[src/rtl/pwm_pkg.sv]
// rtl/pwm_pkg.sv - shared states, channel geometry and ramp arithmetic for the PWM duty ramper
package pwm_pkg;

  localparam int NUM_CH     = 4;
  localparam int DUTY_W     = 8;
  localparam int DUTY_BUS_W = NUM_CH * DUTY_W;

  typedef enum logic [1:0] {
    ST_IDLE   = 2'd0,
    ST_WAIT   = 2'd1,
    ST_UPDATE = 2'd2
  } ramp_state_e;

  // Low bit of channel ch inside the flat duty bus.
  function automatic int lane_lo(input int ch);
    return ch * DUTY_W;
  endfunction

  // One ramp step toward tgt; a zero step still moves by one. The extra
  // bit keeps the sum/difference from wrapping past 0 or full scale.
  function automatic logic [DUTY_W-1:0] ramp_step(input logic [DUTY_W-1:0] cur,
                                                  input logic [DUTY_W-1:0] tgt,
                                                  input logic [DUTY_W-1:0] stp);
    logic [DUTY_W:0]   step_eff;
    logic [DUTY_W:0]   sum;
    logic [DUTY_W:0]   dif;
    logic [DUTY_W-1:0] res;
    step_eff = {1'b0, stp};
    if (stp == '0) step_eff = (DUTY_W+1)'(1);
    sum = {1'b0, cur} + step_eff;
    dif = {1'b0, cur} - step_eff;
    res = cur;
    if (cur < tgt) begin
      res = (sum > {1'b0, tgt}) ? tgt : sum[DUTY_W-1:0];
    end else if (cur > tgt) begin
      res = (dif[DUTY_W] || (dif[DUTY_W-1:0] < tgt)) ? tgt : dif[DUTY_W-1:0];
    end
    return res;
  endfunction

endpackage

[src/rtl/pwm_tick_gen.sv]
// rtl/pwm_tick_gen.sv - ramp tick divider, one tick every div+1 enabled cycles
module pwm_tick_gen #(
  parameter int TICK_W = 16
) (
  input  logic              clk,
  input  logic              rst,
  input  logic              en,
  input  logic              clr,
  input  logic [TICK_W-1:0] div,
  output logic              tick
);

  logic [TICK_W-1:0] cnt_q;
  logic [TICK_W-1:0] cnt_d;

  // Wrap on >= so a divider lowered mid-count does not run the full range.
  assign tick = en && (cnt_q >= div);

  // Next count: clear wins, otherwise advance or wrap only while enabled.
  always_comb begin
    cnt_d = cnt_q;
    if (clr) begin
      cnt_d = '0;
    end else if (en) begin
      cnt_d = (cnt_q >= div) ? '0 : cnt_q + TICK_W'(1);
    end
  end

  // Counter register.
  always_ff @(posedge clk or posedge rst) begin
    if (rst) begin
      cnt_q <= '0;
    end else begin
      cnt_q <= cnt_d;
    end
  end

endmodule

[src/rtl/pwm_duty_ramper.sv]
// rtl/pwm_duty_ramper.sv - multi-channel PWM duty ramper; optional snap input under PWM_RAMP_SNAP_EN
module pwm_duty_ramper #(
  parameter int NUM_CH = pwm_pkg::NUM_CH,
  parameter int DUTY_W = pwm_pkg::DUTY_W,
  parameter int TICK_W = 16
) (
  input  logic                      clk,
  input  logic                      rst,
  input  logic                      tgt_wr,
  input  logic [$clog2(NUM_CH)-1:0] tgt_ch,
  input  logic [DUTY_W-1:0]         tgt_val,
  input  logic [DUTY_W-1:0]         step,
  input  logic [TICK_W-1:0]         tick_div,
  input  logic                      hold,
`ifdef PWM_RAMP_SNAP_EN
  input  logic                      snap,
`endif
  output logic [NUM_CH*DUTY_W-1:0]  duty,
  output logic [NUM_CH-1:0]         busy,
  output logic                      done
);

  import pwm_pkg::ramp_state_e;
  import pwm_pkg::ST_IDLE;
  import pwm_pkg::ST_WAIT;
  import pwm_pkg::ST_UPDATE;
  import pwm_pkg::lane_lo;
  import pwm_pkg::ramp_step;

  localparam int CH_W = $clog2(NUM_CH);

  ramp_state_e                    state_q, state_d;
  logic [CH_W-1:0]                idx_q, idx_d;
  logic [NUM_CH-1:0][DUTY_W-1:0]  duty_q, duty_d;
  logic [NUM_CH-1:0][DUTY_W-1:0]  target_q, target_d;
  logic                           done_q, done_d;
  logic                           cnt_en, cnt_clr, tick;
  logic                           busy_post;

  pwm_tick_gen #(.TICK_W(TICK_W)) u_tick (
    .clk  (clk),
    .rst  (rst),
    .en   (cnt_en),
    .clr  (cnt_clr),
    .div  (tick_div),
    .tick (tick)
  );

  for (genvar g = 0; g < NUM_CH; g++) begin : g_lane
    assign duty[lane_lo(g) +: DUTY_W] = duty_q[g];
    assign busy[g]                    = (duty_q[g] != target_q[g]);
  end

  assign done = done_q;

  // Next state: target writes, tick wait, one-channel-per-cycle sweep, done on convergence.
  always_comb begin
    state_d   = state_q;
    idx_d     = idx_q;
    duty_d    = duty_q;
    target_d  = target_q;
    done_d    = 1'b0;
    cnt_en    = 1'b0;
    cnt_clr   = 1'b0;
    busy_post = 1'b0;

    if (tgt_wr) target_d[tgt_ch] = tgt_val;

    case (state_q)
      ST_IDLE: begin
        if (|busy) state_d = ST_WAIT;
      end
      ST_WAIT: begin
        cnt_en = !hold;
        if (!(|busy)) begin
          state_d = ST_IDLE;
        end else if (tick) begin
          state_d = ST_UPDATE;
          idx_d   = '0;
        end
      end
      ST_UPDATE: begin
        // Ticks landing inside the sweep are dropped; the counter keeps wrapping.
        cnt_en         = 1'b1;
        duty_d[idx_q]  = ramp_step(duty_q[idx_q], target_q[idx_q], step);
        for (int i = 0; i < NUM_CH; i++) begin
          if (duty_d[i] != target_d[i]) busy_post = 1'b1;
        end
        if (idx_q == CH_W'(NUM_CH-1)) begin
          idx_d = '0;
          if (busy_post) begin
            state_d = ST_WAIT;
          end else begin
            state_d = ST_IDLE;
            done_d  = 1'b1;
          end
        end else begin
          idx_d = idx_q + CH_W'(1);
        end
      end
      default: begin
        state_d = ST_IDLE;
        idx_d   = '0;
      end
    endcase

`ifdef PWM_RAMP_SNAP_EN
    // Snap jumps every channel to its pre-edge target; a same-edge write is kept for later.
    if (snap) begin
      duty_d  = target_q;
      state_d = ST_IDLE;
      idx_d   = '0;
      done_d  = (state_q != ST_IDLE);
    end
`endif

    if (state_d == ST_IDLE) cnt_clr = 1'b1;
  end

  // State, duty, target and done registers.
  always_ff @(posedge clk or posedge rst) begin
    if (rst) begin
      state_q  <= ST_IDLE;
      idx_q    <= '0;
      duty_q   <= '0;
      target_q <= '0;
      done_q   <= 1'b0;
    end else begin
      state_q  <= state_d;
      idx_q    <= idx_d;
      duty_q   <= duty_d;
      target_q <= target_d;
      done_q   <= done_d;
    end
  end

endmodule

[config.mk]
export PLATFORM = sky130hd
export DESIGN_NAME = pwm_duty_ramper
export DESIGN_NICKNAME = d
export VERILOG_FILES = /design/src/rtl/pwm_pkg.sv /design/src/rtl/pwm_tick_gen.sv /design/src/rtl/pwm_duty_ramper.sv
export SDC_FILE = /design/constraint.sdc
export NUM_CORES = 1
export LEC_CHECK = 0
export ABC_AREA = 0
export CORE_ASPECT_RATIO = 1.1
export CORE_UTILIZATION = 45
export DETAILED_ROUTE_END_ITERATION = 10
export PLACE_DENSITY_LB_ADDON = 0.25
export SLEW_MARGIN = 20
export SYNTH_ARGS = -nofsm -noshare
export SYNTH_HDL_FRONTEND = slang
export SYNTH_SLANG_ARGS = --single-unit
[constraint.sdc]
create_clock -name clk -period 6.5 [get_ports clk]
set_input_delay 0.975 -clock clk [delete_from_list [all_inputs] [get_ports clk]]
set_output_delay 0.975 -clock clk [all_outputs]
set_load 0.01 [all_outputs]
==> results of run 1 <==
## stage by stage
stage               total power, uW  hold slack [ns]  setup TNS, ns
floorplan                      1298           0.5282              0
global placement               1696           0.5444         -5.660
detailed placement             1702           0.5584         -5.883
CTS                            2265           0.5744              0
global route                   2435           0.5938              0
finish                         2323           0.5773              0
## sequential cells by signal (all words and copies together), names as in the netlist
register / flops
idx_q: 2
state_q: 2
done: 1
u_tick.cnt_q: 16
target_q: 32
duty: 32
## report_power, final
group / internal, uW / total (uW) / leakage, uW / switching [uW]
sequential: 574 / 629 / 0.000951 / 55.6
clock: 324 / 557 / 0.000154 / 234
combinational: 485 / 1140 / 0.00346 / 651
## worst min-delay path, cell delays in order (launching register included)
cell and delay, ns:
dfrtp_1 0.38, xnor2_1 0.12, nor3_1 0.04
## synthesized netlist by cell type, types with 15 or more instances
master / count / area [sq um]
xnor2_1: 24 / 210.2
nor2_1: 39 / 146.4
o21ai_0: 60 / 300.3
nand4_1: 17 / 106.4
mux4_2: 15 / 337.8
mux2i_1: 28 / 280.3
ha_1: 64 / 800.8
nand3_1: 26 / 130.1
nand2_1: 101 / 379.1
a21oi_1: 38 / 190.2
xor2_1: 49 / 429.2
a21o_1: 15 / 112.6
nor3_1: 23 / 115.1
inv_1: 82 / 307.8
nor4_1: 15 / 93.84
dfrtp_1: 85 / 2127
clkbuf_1: 32 / 120.1
## routing by layer
layer  vias up  global-route usage  routed length [um]  share of wire
li1       3782                   -                   -              -
met4         0              0.1573                1324          0.045
met2       368              0.5104               13440           0.46
met3        85             0.07045                2383          0.082
met5         -                   0                   0              0
met1      3843              0.3878               11970           0.41
## layout make-up
type | count | area, sq um | share of cell area
clock inverter | 5 | 66.31 | 0.006428
multi-input combinational | 745 | 5766 | 0.5589
inverter | 82 | 309.0 | 0.02996
timing repair buffer | 166 | 1498 | 0.1452
clock buffer | 11 | 252.7 | 0.02450
sequential | 85 | 2127 | 0.2062
tap | 238 | 297.8 | 0.02887
## final timing paths
kind / end / slack (ns) / cells past startpoint
max: u_tick.cnt_q[2] / 0.21 / 28
min in group asynchronous: duty[6] / 1.04 / 2
max in group asynchronous: u_tick.cnt_q[4] / 4.42 / 3
min reg2reg: u_tick.cnt_q[15] / 0.58 / 2
min: u_tick.cnt_q[15] / 0.58 / 2
max reg2reg: u_tick.cnt_q[2] / 0.26 / 26
## logic make-up after synthesis
family / Yosys count
AND/OR/NAND/NOR: 305
AO/OA/AOI/OAI: 243
buffers and inverters: 126
flip-flops: 85
XOR/XNOR: 73
adder cells (fa/ha/maj): 66
multiplexers: 58
## timing repair
item	4_1_cts	5_1_grt
pin swaps	0	18
endpoints found under the hold margin	0	0
cloned	0	1
resized for setup	1	28
setup endpoints to repair	6	18
buffers inserted	0	4
==> results.yml, run 1 <==
timing:
  slew_headroom: 0.3898
  rsz0062_at_grt: "no"
  slew_violations: 0
  worst_slack_ns: 0.2131
  post-route-period-util: 0.9672
  final_hold_viol_count: 0
  setup_viol: 0
  worstMarginPinSlew_ns: 0.9126
  min_period_ns: 6.287
  fin_worst_skew_ns: 0.01049
  fmax_ghz: 0.1591
die:
  die_h_um: 144.2
  initial_utilization: 0.4631
  fp-row-count: 51
  die_w_um: 131.3
  dieArea_sq_um: 18930
  core_sq_um: 17870
  io-pin-count: 75
drt:
  vias: 8078
  drt-initial-drc-count: 622
  routedWlPerCell_um: 21.87
  postRouteAntennaNets: 0
  routed_wirelength_um: 29130
  post-route-drc-count: 0
  vias_per_cell: 6.065
  detail_route.first_pass.iterations: 7
global_routing:
  antenna_found_initial: 0
  grt_pass1_wl_um: 44730
  grt_pass1_vias: 7840
  grt_use_total: 0.3114
  grt_max_degree: 46
  gr-total-overflow: 0
synth:
  synth_mux_area_frac: 0.09602
  ys_async_sr_fraction: 1.000
  synth_top_family_by_area: "compound AO/OA/AOI/OAI gates"
  syn_area_per_cell_sq_um: 8.655
  synth_compound_area_frac: 0.2075
  synth_cell_types: 86
  synth-seq-cells: 85
  synth_area_sq_um: 8274
  synth_top_flop_cell: "dfrtp_1"
  synthSimpleGateAreaFrac: 0.1976
  synth_edf_count: 0
  synth_xor_area_frac: 0.07727
  synth_fa_ha_area_frac: 0.1016
  synth-seq-area-share: 0.2571
  ys_warn_count: 0
  synth_cells: 956
  synth_nets: 1060
worst_setup_path:
  setup.worst_path.start_class: "input port"
  timing.critical_path.mode_cell: "buf_4"
  cpMaxStageDelayCell: "or4_4"
  startpoint: "step[4]"
  required_ns: 6.71
  crit_fanout: 7
  critPathCaptureType: "register"
  worstPathArrival_ns: 6.50
  crit_buf_inv: 9
  max_stage_delay_ns: 0.51
  crit_family: "simple AND/OR/NAND/NOR gates"
  crit_type: "in2reg"
  r2r-start: "idx_q[0]"
cts:
  clk_path_buf_depth: 2
  cts_tree: "done"
  clockRootBuffer: "clkbuf_16"
  clock-sinks: 85
  numCtsBuffers: 9
  hold_buffers: 0
  htree_num_levels: 3
  clk_latency_ns: 0.36
  clk_pin_slew_ns: 0.06
min_path:
  min-delay-start: "u_tick.cnt_q[15]"
  hp-class: "reg2reg"
placement:
  place_inst: 1312
  dp_hpwl_um: 22620
  gp_congestion: 0.9941
  io_buffers: 74
  place_area_sq_um: 9804
  preCtsSetupSlack_ns: -0.3855
layout:
  finalNonFillerCells: 1332
  fill_cells: 1663
  n_antenna_cell: 0
  layout_common_cells: "nand2_1, buf_4, dfrtp_1, inv_1, clkdlybuf4s50_1"
  fin_nets: 1193
  final_util: 0.5774
  area_growth_pct: 24.68
  layout-drive-gt1-share: 0.1792
  design_area_sq_um: 10320
  layout_commonest_cell: "nand2_1"
power:
  powerDensity_nw_per_um2: 225.1
  power.leakage_uw: 0.004566
  ir_drop_uv: 154.3
status:
  status: "finished clean"
flow_run:
  cap_violations: 0
Power figures use the tool's default switching activity.
==> run 2, diff against run 1 <==
--- a/config.mk
+++ b/config.mk
@@ -6,6 +6,7 @@
 export NUM_CORES = 1
 export LEC_CHECK = 0
 export ABC_AREA = 0
+export ABC_CLOCK_PERIOD_IN_PS = 6500
 export CORE_ASPECT_RATIO = 1.1
 export CORE_UTILIZATION = 45
 export DETAILED_ROUTE_END_ITERATION = 10
==> results of run 2 <==
No change in the layout: final DEF, timing and power equal those of run 1.
